**src/rtl/tdc_meas_ctrl.sv**
```systemverilog
// rtl/tdc_meas_ctrl.sv - TDC measurement controller: launch, synchronise, thermometer-encode, hand off
//
// Ports:
//   clk           sole clock, rising edge
//   rst_n         asynchronous active-low reset
//   start_i       measurement request, sampled only in IDLE
//   pulse_o       registered one-cycle launch pulse into the delay line
//   dl_tap_i      N delay-line taps, asynchronous to clk
//   meas_valid_o  result available (valid/ready handshake)
//   meas_ready_i  consumer accepts the result
//   result_o      population count of the captured tap word (0..N)
//   bubble_o      captured word was not a clean thermometer code
//   overflow_o    every tap was set
//   busy_o        state is not IDLE
//   meas_cnt_o    completed-handshake counter, wraps modulo 2^16
module tdc_meas_ctrl #(
    parameter int N            = 64,
    parameter int DRAIN_CYCLES = 8,
    localparam int RW          = $clog2(N + 1)
) (
    input  logic          clk,
    input  logic          rst_n,
    input  logic          start_i,
    output logic          pulse_o,
    input  logic [N-1:0]  dl_tap_i,
    output logic          meas_valid_o,
    input  logic          meas_ready_i,
    output logic [RW-1:0] result_o,
    output logic          bubble_o,
    output logic          overflow_o,
    output logic          busy_o,
    output logic [15:0]   meas_cnt_o
);

    localparam int DW = (DRAIN_CYCLES > 0) ? $clog2(DRAIN_CYCLES + 1) : 1;

    typedef enum logic [2:0] {
        IDLE   = 3'd0,
        LAUNCH = 3'd1,
        SYNC   = 3'd2,
        ENCODE = 3'd3,
        RESULT = 3'd4,
        DRAIN  = 3'd5
    } state_t;

    state_t          state_q, state_d;
    logic            pulse_q, pulse_d;
    logic            valid_q, valid_d;
    logic [RW-1:0]   result_q, result_d;
    logic            bubble_q, bubble_d;
    logic            overflow_q, overflow_d;
    logic [15:0]     meas_cnt_q, meas_cnt_d;
    logic [DW-1:0]   drain_cnt_q, drain_cnt_d;
    logic [N-1:0]    cap_q, cap_d;
    logic [N-1:0]    sync_q, sync_d;

    logic [RW-1:0]   pop_cnt;
    logic [N:0]      therm_mask;

    // Encoder on the synchronised word. The mask is built one bit wider so
    // that a full count (pop_cnt == N) still yields an all-ones N-bit mask.
    always_comb begin
        pop_cnt = '0;
        for (int i = 0; i < N; i++) begin
            pop_cnt = pop_cnt + RW'(sync_q[i]);
        end
        therm_mask = ({{N{1'b0}}, 1'b1} << pop_cnt) - {{N{1'b0}}, 1'b1};
    end

    always_comb begin
        state_d     = state_q;
        pulse_d     = pulse_q;
        valid_d     = valid_q;
        result_d    = result_q;
        bubble_d    = bubble_q;
        overflow_d  = overflow_q;
        meas_cnt_d  = meas_cnt_q;
        cap_d       = cap_q;
        sync_d      = sync_q;
        // Drain countdown runs freely once loaded; only LAUNCH reloads it.
        drain_cnt_d = (drain_cnt_q != '0) ? drain_cnt_q - DW'(1) : drain_cnt_q;

        case (state_q)
            IDLE: begin
                if (start_i) begin
                    state_d = LAUNCH;
                    pulse_d = 1'b1;
                end
            end
            LAUNCH: begin
                cap_d       = dl_tap_i;
                pulse_d     = 1'b0;
                drain_cnt_d = DW'(DRAIN_CYCLES);
                state_d     = SYNC;
            end
            SYNC: begin
                sync_d  = cap_q;
                state_d = ENCODE;
            end
            ENCODE: begin
                result_d   = pop_cnt;
                bubble_d   = (sync_q != therm_mask[N-1:0]);
                overflow_d = &sync_q;
                valid_d    = 1'b1;
                state_d    = RESULT;
            end
            RESULT: begin
                if (meas_ready_i) begin
                    valid_d    = 1'b0;
                    meas_cnt_d = meas_cnt_q + 16'd1;
                    state_d    = (drain_cnt_q == '0) ? IDLE : DRAIN;
                end
            end
            DRAIN: begin
                if (drain_cnt_q <= DW'(1)) begin
                    state_d = IDLE;
                end
            end
            default: begin
                state_d = IDLE;
                pulse_d = 1'b0;
                valid_d = 1'b0;
            end
        endcase
    end

    always_ff @(posedge clk or negedge rst_n) begin
        if (!rst_n) begin
            state_q     <= IDLE;
            pulse_q     <= 1'b0;
            valid_q     <= 1'b0;
            result_q    <= '0;
            bubble_q    <= 1'b0;
            overflow_q  <= 1'b0;
            meas_cnt_q  <= '0;
            drain_cnt_q <= '0;
            cap_q       <= '0;
            sync_q      <= '0;
        end else begin
            state_q     <= state_d;
            pulse_q     <= pulse_d;
            valid_q     <= valid_d;
            result_q    <= result_d;
            bubble_q    <= bubble_d;
            overflow_q  <= overflow_d;
            meas_cnt_q  <= meas_cnt_d;
            drain_cnt_q <= drain_cnt_d;
            cap_q       <= cap_d;
            sync_q      <= sync_d;
        end
    end

    assign pulse_o      = pulse_q;
    assign meas_valid_o = valid_q;
    assign result_o     = result_q;
    assign bubble_o     = bubble_q;
    assign overflow_o   = overflow_q;
    assign meas_cnt_o   = meas_cnt_q;
    assign busy_o       = (state_q != IDLE);

endmodule

```
**config.mk**
```make
export PLATFORM = sky130hd
export DESIGN_NAME = tdc_meas_ctrl
export DESIGN_NICKNAME = d
export VERILOG_FILES = /design/src/rtl/tdc_meas_ctrl.sv
export SDC_FILE = /design/constraint.sdc
export NUM_CORES = 1
export LEC_CHECK = 0
export BUFFER_PORTS_ARGS = -buffer_cell sky130_fd_sc_hd__buf_2
export CORE_MARGIN = 2
export CORE_UTILIZATION = 30
export DETAILED_ROUTE_END_ITERATION = 10
export SKIP_CTS_REPAIR_TIMING = 1
export SYNTH_ARGS = -nofsm -noshare
export SYNTH_HDL_FRONTEND = slang
export SYNTH_SLANG_ARGS = --single-unit
```
**constraint.sdc**
```tcl
create_clock -name clk -period 23.2 [get_ports clk]
set_clock_uncertainty 0.2 [all_clocks]
set_input_delay 4.64 -clock clk [delete_from_list [all_inputs] [get_ports clk]]
set_output_delay 4.64 -clock clk [all_outputs]
set_load 0.01 [all_outputs]
```
# After elaboration in Yosys (flattened, before gate mapping)
# Cells that the tools add are included.
# totals
register_bits	162
latch_bits	0
ram_bits	0
romBits	0
in_bits	68
out_inout_bits	28
wordCells	112
mem_count	0
# classes
add_sub_neg	66
multipliers	0
n_div	0
magnitude_cmp	1
n_eq_ne	9
shifts	1
mux	11
n_bitwise	2
reduce_logical	12
# op_table
op	n
$add A7 B1 Y7	57
$ne A64 B64 Y1	1
$reduce_and A64 Y1	1
$shl A1 B7 Y64 const A	1
$sub A64 B1 Y64 const B	1
$pmux W3 S6	1
$add A16 B1 Y16 const B	1
$mux W3	4
$mux W4	2
$reduce_or A4 Y1	2
$add A6 B1 Y7	1
$add A5 B1 Y6	1
$eq A3 B2 Y1 const B	2
$eq A3 B3 Y1 const B	2
$ne A2 B2 Y1 const B	3
$reduce_and A2 Y1	3
$add A4 B1 Y5	1
$add A3 B1 Y4	1
$le A4 B1 Y1 const B	1
$logic_not A4 Y1	1
$reduce_bool A4 Y1	1
$sub A4 B1 Y4 const B	1
$add A2 B1 Y3	1
$eq A3 B1 Y1 const B	1
other kinds (9)	11

# Logic depth before layout (Yosys ltp)
# Gate-level depths: netlist (run 1).
# depth
ltp_word	66
depth_mapped	37
mapped_depth_nobuf	32

# Worst setup path before layout (run 1)
# OpenSTA, ideal clock, no wires.
# synth_timing
kind	flip-flop to flip-flop
startpoint	reg sync_q[53]
endpoint	reg bubble_q, in the netlist bubble_o
setup_time_ns	0.139
t_arrival_ns	8.753
t_required_ns	22.861
slack_ns	14.108
stages_incl_launch_ff	34
n_path_buf	6
period_less_slack_ns	9.092
path_cell_list	dfrtp_1 -> clkbuf_1 -> inv_1 -> fa_1 -> fa_1 -> inv_1 -> fa_1 -> inv_1 -> fa_1 -> fa_1 -> fa_1 -> fa_1 -> fa_1 -> inv_1 -> ha_1 -> inv_1 -> fa_1 -> clkbuf_1 -> clkbuf_1 -> nand2_1 -> clkbuf_1 -> or3_1 -> ha_1 -> clkbuf_1 -> o41a_2 -> o31a_2 -> and2_1 -> buf_2 -> o31a_1 -> xnor2_1 -> a2111oi_2 -> nand4_1 -> nor4_1 -> a32oi_1
# synth_via
elab_chain_cells	14
# synth_lines
element	line	rtl
start, declared	55	logic [N-1:0] sync_q, sync_d;
start signal, assigned	149	sync_q <= sync_d;
$add A7 B1 Y7 (11 in a row)	65	pop_cnt = pop_cnt + RW'(sync_q[i]);
$shl A1 B7 Y64	67	therm_mask = ({{N{1'b0}}, 1'b1} << pop_cnt) - {{N{1'b0}}, 1'b1};
$sub A64 B1 Y64	67	
$ne A64 B64 Y1 *	102	bubble_d = (sync_q != therm_mask[N-1:0]);
end signal, assigned	144	bubble_q <= bubble_d;
end, declared	50	logic bubble_q, bubble_d;
# Every way passes the cells marked *; elsewhere a longest branch is shown, timed or not.
# A chain may end at the register's enable or synchronous reset.

# Worst setup path after layout (run 1)
# Ends and elaborated chain as after synthesis.

==> results.yml, run 1 <==
setup_path:
  worstReg2RegEnd: "bubble_o"
  worstPathArrival_ns: 10.31
  critPathMaxStageDelay_ns: 0.55
  end_kind: "flop"
  crit_start: "sync_q[53]"
  worstPathRequired_ns: 23.30
  r2r_cells: 31
  r2r-start: "sync_q[53]"
  reg2reg_slack_ns: 12.99
  path_class: "flop to flop"
  cp_common_cell: "fa_1"
  cp-start-kind: "flop"
  crit_end: "bubble_o"
  slowest_stage: "fa_1"
  path_max_fanout: 18
sta:
  fin_crit_sh_pct: 44.03
  totalNegativeSetupSlack_ns: 0
  worst_pin_slew_ns: 1.018
  max_freq_ghz: 0.09790
  maxSlewHeadroom_pct: 31.71
  rsz0062_at_grt: "no"
  setup_viol: 0
  fin_crit_ns: 10.21
  drv_slew: 0
  finalHoldViolCount: 0
logic_synthesis:
  syn_area_um2: 11160
  ys_types: 87
  syn_avg_cell_area_um2: 9.635
  async_flop_share_pct: 100.0
  yosysWarnings: 0
  synthCells: 1158
  syn_nets: 1300
  synth_edf_count: 0
  synth_top_flop_cell: "dfrtp_1"
  ys_seq_area_share_pct: 36.34
  synth-seq-cells: 162
cells_and_area:
  fin_area_um2: 12610
  area_delta_synth_final_pct: 13.02
  layout.nets: 1370
  antenna_cells: 0
  final_layout_size_suffix_gt1_share_pct: 21.29
  final_common_cell: "dfrtp_1"
  multi_input_area_um2: 6420
  final_cell_mix: "dfrtp_1 (162), nand2_1 (113), inv_1 (111), buf_2 (94), mux2_2 (87)"
  fin_cells: 1708
  final-seq-area_um2: 4054
  fill_cells: 3820
detailed_routing:
  vias: 9088
  postRouteWirelength_um: 37590
  initialDrtViolationCount: 967
  ant_nets: 0
  wire_per_inst_um: 22.01
  viasPerCell: 5.321
  drcViolationCount: 0
  detail_route.first_pass.iterations: 6
floorplanning:
  die_x_um: 196.8
  core_area_um2: 36610
  start_util_pct: 30.48
  die_h_um: 196.8
  io_pins: 96
  die_area_um2: 38750
  rows: 70
run:
  cap_violations: 0
cts:
  clock-root-buffer: "clkbuf_16"
  clkLatencyLatePin_ns: 0.44
  cts_tree: "yes"
  cts_max_path_buffers: 2
  cts_sinks: 162
  clk_pin_slew_ns: 0.07
  htree_num_levels: 4
  cts_buffers: 17
grt:
  met3_usage_pct: 3.012
  grt_antenna_before_repair: 0
  busiest_layer: "met2"
  grt_max_degree: 94
  met1_usage_pct: 26.49
  grt_use_met2_pct: 31.38
  grt.overflow.total: 0
  grt_pass1_wl_um: 56720
  track_usage_pct: 19.61
  grt_pass1_vias: 8987
placed_design:
  dp_cells: 1677
  globalplace.congestion: 1.023
  placed_area_um2: 12050
  port_buffers: 95
  dp_hpwl_um: 29610
status:
  outcome: "completed"
worst_hold_path:
  hold_path.class: "flop to flop"
  hold_depth: 2
  worstHoldStart: "result_o[5]"
[through the flow]
stage               utilization (%)  setup WS, ns  hold slack (ns)
floorplan                         -         14.11           0.2460
finish                        34.44         12.99           0.2754
global placement              32.91         13.30           0.2585
CTS                           34.44         13.16           0.2812
global route                  34.44         12.74           0.3007
detailed placement            32.91         13.19           0.2661
[state kept, by name, indices dropped and copies added, names as in the netlist]
| name | count |
|---|---|
| meas_valid_o | 1 |
| sync_q | 64 |
| drain_cnt_q | 4 |
| result_o | 7 |
| pulse_o | 1 |
| bubble_o | 1 |
| meas_cnt_o | 16 |
| overflow_o | 1 |
| cap_q | 64 |
| state_q | 3 |
[cells in the mapped netlist (3+ instances only)]
library cell / n / area share [%]
a211o_1: 3 / 0.24
a21oi_1: 28 / 1.3
a22oi_1: 3 / 0.20
a31o_2: 3 / 0.24
a31oi_1: 11 / 0.62
a32oi_1: 3 / 0.24
and2_1: 4 / 0.22
and3_1: 7 / 0.39
buf_2: 8 / 0.36
buf_4: 7 / 0.47
buf_6: 5 / 0.50
clkbuf_1: 36 / 1.2
dfrtp_1: 162 / 36
fa_1: 54 / 9.7
ha_1: 20 / 2.2
inv_1: 111 / 3.7
mux2_2: 87 / 8.8
mux2i_1: 4 / 0.36
nand2_1: 113 / 3.8
nand2b_1: 7 / 0.39
nand3_1: 29 / 1.3
nand3_2: 3 / 0.27
nand3b_1: 4 / 0.27
nand4_1: 31 / 1.7
nor2_1: 79 / 2.7
nor2_2: 4 / 0.22
nor3_1: 39 / 1.7
nor4_1: 17 / 0.95
nor4b_1: 3 / 0.24
o211ai_1: 8 / 0.54
o21a_1: 4 / 0.27
o21ai_0: 78 / 3.5
o21ai_1: 3 / 0.13
o22ai_1: 6 / 0.34
o31a_1: 3 / 0.24
o31ai_1: 4 / 0.27
or3_1: 7 / 0.39
xnor2_1: 77 / 6.0
xor2_1: 18 / 1.4
[metal layers]
layer	vias to the layer above	part of all wire, %	wire (µm)
li1	4128	-	-
met1	4459	43	16010
met2	409	47	17590
met3	92	6.6	2499
met4	0	4.0	1485
met5	-	0	0
[cell type report]
cell class              instances  area share, %
multi-input cells             829          50.91
flip-flops and latches        162          32.15
well taps                     468          4.644
repair buffers                107          4.535
clock buffers                  20          3.622
inverters                     111          3.304
clock inverters                11         0.8335
[critical path: cells and delay by family, from the launching register on]
family                   cells  cell delay (ns)
adder cells (fa/ha/maj)     11             5.04
buffers and inverters        6             0.62
AO/OA/AOI/OAI                7             1.60
XOR/XNOR                     1             0.16
AND/OR/NAND/NOR              6             1.97
flip-flops                   1             0.48
[worst min path at each step]
stage                                end
after floorplan                sync_q[0]
final                        result_o[5]
after global placement    meas_cnt_o[15]
after global routing      meas_cnt_o[15]
after CTS                 meas_cnt_o[15]
after detailed placement  meas_cnt_o[15]
[cells by family (layout without fill, tap and decap cells)]
family / count (synthesis) / in the layout / share of synthesized area (%)
AND/OR/NAND/NOR: 369 / 369 / 16.51
AO/OA/AOI/OAI: 197 / 197 / 11.81
buffers and inverters: 167 / 249 / 6.280
flip-flops: 162 / 162 / 36.34
XOR/XNOR: 98 / 98 / 7.996
multiplexers: 91 / 91 / 9.140
adder cells (fa/ha/maj): 74 / 74 / 11.93
Power of run 1 is not shown: default switching activity piles up to over one toggle a cycle in this logic, so the estimate is an artifact.
==> run 2: changes to the inputs <==
==> constraint.sdc (replaced) <==
create_clock -name clk -period 8.18 [get_ports clk]
set_clock_uncertainty 0.2 [all_clocks]
set_input_delay 1.636 -clock clk [delete_from_list [all_inputs] [get_ports clk]]
set_output_delay 1.636 -clock clk [all_outputs]
set_load 0.01 [all_outputs]
==> results.yml, run 2 (synthesis gave the netlist of run 1 again) <==
setup_path:
  worstPathArrival_ns: 8.65
  slowest_stage: "or4b_1"
  r2r-start: "sync_q[35]"
  critPathMaxStageDelay_ns: 0.58
  r2r_cells: 34
  worstPathRequired_ns: 8.28
  path_class: "flop to flop"
  end_kind: "flop"
  cp_common_cell: "fa_1"
  cp-start-kind: "flop"
  reg2reg_slack_ns: -0.37
  worstReg2RegEnd: "bubble_o"
  path_max_fanout: 4
cells_and_area:
  fin_cells: 1977
  final_layout_size_suffix_gt1_share_pct: 37.91
  final_cell_mix: "buf_4 (271), dfrtp_1 (162), nand2_1 (110), inv_1 (103), buf_2 (94)"
  antenna_cells: 0
  area_delta_synth_final_pct: 34.51
  final_common_cell: "buf_4"
  layout.nets: 1639
floorplanning:
  io_pins: 96
  core_area_um2: 36610
  die_x_um: 196.8
  start_util_pct: 30.48
  die_h_um: 196.8
  rows: 70
  die_area_um2: 38750
detailed_routing:
  ant_nets: 0
  postRouteWirelength_um: 40820
  drcViolationCount: 0
  detail_route.first_pass.iterations: 5
  initialDrtViolationCount: 876
  wire_per_inst_um: 20.65
  viasPerCell: 5.081
  vias: 10045
sta:
  setup_viol: 1
  rsz0062_at_grt: "yes"
  timing.hold.ws_ns: 0.2706
  maxSlewHeadroom_pct: 41.11
  totalNegativeSetupSlack_ns: -0.3704
  finalHoldViolCount: 0
  fin_crit_ns: 8.550
  drv_slew: 0
  fin_crit_sh_pct: 104.5
  worst_pin_slew_ns: 0.8834
  fin_ws_ns: -0.3704
  max_freq_ghz: 0.1170
worst_hold_path:
  worst_hold_path.endpoint: "meas_cnt_o[15]"
  hold_path.class: "flop to flop"
  hold_depth: 1
  worstHoldStart: "meas_cnt_o[15]"
cts:
  cts_sinks: 162
  clock-root-buffer: "clkbuf_16"
  cts_max_path_buffers: 2
  clk_pin_slew_ns: 0.07
  htree_num_levels: 4
  cts_tree: "yes"
  cts_buffers: 17
  clkLatencyLatePin_ns: 0.44
status:
  outcome: "complete, but fails checks"
  violations: "setup timing"
run:
  cap_violations: 0
grt:
  grt_pass1_wl_um: 62660
  grt_max_degree: 98
  grt_antenna_before_repair: 0
  track_usage_pct: 21.60
  grt.overflow.total: 0
  grt_pass1_vias: 10288
placed_design:
  port_buffers: 95
  dp_hpwl_um: 33710
  dp_cells: 1938
  globalplace.congestion: 0.9895
## run 2: cell type report
cell class                 count  area, µm²
fill                        3604      21600
multi-input combinational    829       6641
sequential                   162       4054
timing repair buffer         376       2690
tap                          468      585.6
clock buffer                  17      425.4
inverter                     111      416.7
clock inverter                14      193.9
## run 2: how the worst max path moves through the flow
| stage | from | to | slack [ns] | depth (start not counted) |
|---|---|---|---|---|
| 2_1_floorplan | sync_q[39] | bubble_o | -0.27 | 35 |
| 3_3_place_gp | sync_q[49] | bubble_o | -0.37 | 30 |
| 3_5_place_dp | sync_q[39] | bubble_o | -0.40 | 30 |
| 4_1_cts | sync_q[39] | bubble_o | -0.40 | 30 |
| 5_1_grt | sync_q[35] | bubble_o | -0.65 | 32 |
| 6_report | sync_q[35] | bubble_o | -0.37 | 34 |
## run 2: metal layers
metal  GRT usage [%]  routed length [µm]  vias up
met2           35.07               19070      340
li1                -                   -     4693
met1           29.25               18280     4936
met5               0                   0        -
met3           2.806                2001       76
met4           8.605                1471        0
## run 2: per-stage QoR
step	cell area (µm²)	utilization, %	setup WS (ns)
2_1_floorplan	11300	-	-0.2727
3_3_place_gp	14170	38.71	-0.3714
3_5_place_dp	14170	38.71	-0.3963
4_1_cts	14790	40.40	-0.4034
5_1_grt	15010	40.99	-0.6545
6_report	15010	40.99	-0.3704
## run 2: worst max-delay path: cells and delay by family, from the launching register on
family / cells / cell delay, ns
flops: 1 / 0.36
compound gates: 6 / 0.95
simple gates: 7 / 1.60
fa+ha+maj: 11 / 4.57
buf+inv: 10 / 0.73
Power of run 2 is left out for the same reason.
==> run 3: changes to the inputs <==
--- a/config.mk
+++ b/config.mk
@@ -9,6 +9,7 @@
 export CORE_MARGIN = 2
 export CORE_UTILIZATION = 30
 export DETAILED_ROUTE_END_ITERATION = 10
+export GPL_TIMING_DRIVEN = 0
 export SKIP_CTS_REPAIR_TIMING = 1
 export SYNTH_ARGS = -nofsm -noshare
 export SYNTH_HDL_FRONTEND = slang
==> constraint.sdc (replaced) <==
create_clock -name clk -period 7.8 [get_ports clk]
set_clock_uncertainty 0.2 [all_clocks]
set_input_delay 1.56 -clock clk [delete_from_list [all_inputs] [get_ports clk]]
set_output_delay 1.56 -clock clk [all_outputs]
set_load 0.01 [all_outputs]
==> results.yml, run 3 (synthesis gave the netlist of run 1 again) <==
grt:
  met1_usage_pct: 27.11
  grt_use_met2_pct: 34.66
  grt_pass1_wl_um: 59820
  grt.overflow.total: 0
  track_usage_pct: 20.75
  met3_usage_pct: 2.567
  grt_max_degree: 92
  grt_antenna_before_repair: 0
  grt_pass1_vias: 9717
  busiest_layer: "met2"
setup_path:
  crit_start: "sync_q[39]"
  slowest_stage: "fa_2"
  path_class: "flop to flop"
  r2r-start: "sync_q[39]"
  path_max_fanout: 6
  reg2reg_slack_ns: -1.33
  critPathMaxStageDelay_ns: 0.53
  end_kind: "flop"
  worstPathArrival_ns: 9.21
  cp-start-kind: "flop"
  worstPathRequired_ns: 7.88
floorplanning:
  core_area_um2: 36610
  die_area_um2: 38750
  die_h_um: 196.8
  die_x_um: 196.8
  io_pins: 96
  rows: 70
  start_util_pct: 30.48
cells_and_area:
  fin_area_um2: 13330
  antenna_cells: 0
  final_layout_size_suffix_gt1_share_pct: 26.30
  fill_cells: 3743
  fin_cells: 1776
  area_delta_synth_final_pct: 19.50
  final_cell_mix: "dfrtp_1 (154), nand2_1 (110), inv_1 (101), buf_2 (99), mux2_2 (87)"
  final_common_cell: "dfrtp_1"
  layout.nets: 1437
status:
  violations: "setup timing"
  outcome: "complete, but fails checks"
cts:
  cts_max_path_buffers: 2
  cts_tree: "yes"
  htree_num_levels: 4
  clk_pin_slew_ns: 0.07
  clock-root-buffer: "clkbuf_16"
  cts_sinks: 162
  clkLatencyLatePin_ns: 0.45
  cts_buffers: 17
sta:
  worst_pin_slew_ns: 1.235
  fin_crit_ns: 9.132
  fin_crit_sh_pct: 117.1
  rsz0062_at_grt: "yes"
  timing.hold.ws_ns: 0.2803
  max_freq_ghz: 0.1095
  fin_ws_ns: -1.332
  setup_viol: 1
  finalHoldViolCount: 0
  maxSlewHeadroom_pct: 17.01
  drv_slew: 0
placed_design:
  dp_cells: 1722
  placed_area_um2: 12400
  dp_hpwl_um: 31260
  port_buffers: 95
  dp_slack_ns: -2.064
  globalplace.congestion: 0.9461
detailed_routing:
  drcViolationCount: 0
  initialDrtViolationCount: 758
  wire_per_inst_um: 22.05
  detail_route.first_pass.iterations: 6
  postRouteWirelength_um: 39160
  vias: 9407
  viasPerCell: 5.297
  ant_nets: 0
worst_hold_path:
  worstHoldStart: "meas_cnt_o[15]"
  hold_path.class: "flop to flop"
run:
  cap_violations: 0
-- run 3: area by class of cell --
| class | count | area [µm²] | area share [%] |
|---|---|---|---|
| inverter | 111 | 416.7 | 3.125 |
| sequential | 162 | 4064 | 30.48 |
| timing repair buffer | 120 | 693.2 | 5.199 |
| tap | 468 | 585.6 | 4.392 |
| clock inverter | 13 | 160.2 | 1.201 |
| buffer | 54 | 331.6 | 2.487 |
| multi-input combinational | 829 | 6639 | 49.79 |
| clock buffer | 19 | 442.9 | 3.322 |
-- run 3: per-layer routing --
metal / routed length, µm / share of wire, %
met4: 1566 / 4.0
met1: 16540 / 42
met3: 2202 / 5.6
met5: 0 / 0
met2: 18850 / 48
-- run 3: stage by stage --
stage,util [%],setup TNS (ns)
final,36.42,-1.332
after global routing,36.42,-1.618
after CTS,35.52,-2.084
after detailed placement,33.87,-2.064
after global placement,33.77,-2.064
after floorplan,-,-0.6527
-- run 3: path summary, 6_finish.rpt --
kind	cells after the start	end
setup reg to reg	33	bubble_o
min in group asynchronous	1	meas_cnt_o[7]
hold reg to reg	1	meas_cnt_o[15]
hold / removal	1	meas_cnt_o[15]
setup / recovery	33	bubble_o
max in group asynchronous	2	sync_q[17]
-- run 3: worst max-delay path, delay by kind of cell (launching register included) --
family	cells	cell delay, ns
XOR/XNOR	2	0.38
buffers and inverters	8	0.54
adder cells (fa/ha/maj)	11	4.66
AND/OR/NAND/NOR	6	1.56
AO/OA/AOI/OAI	6	1.18
flip-flops	1	0.41
Power of run 3 is left out for the same reason.
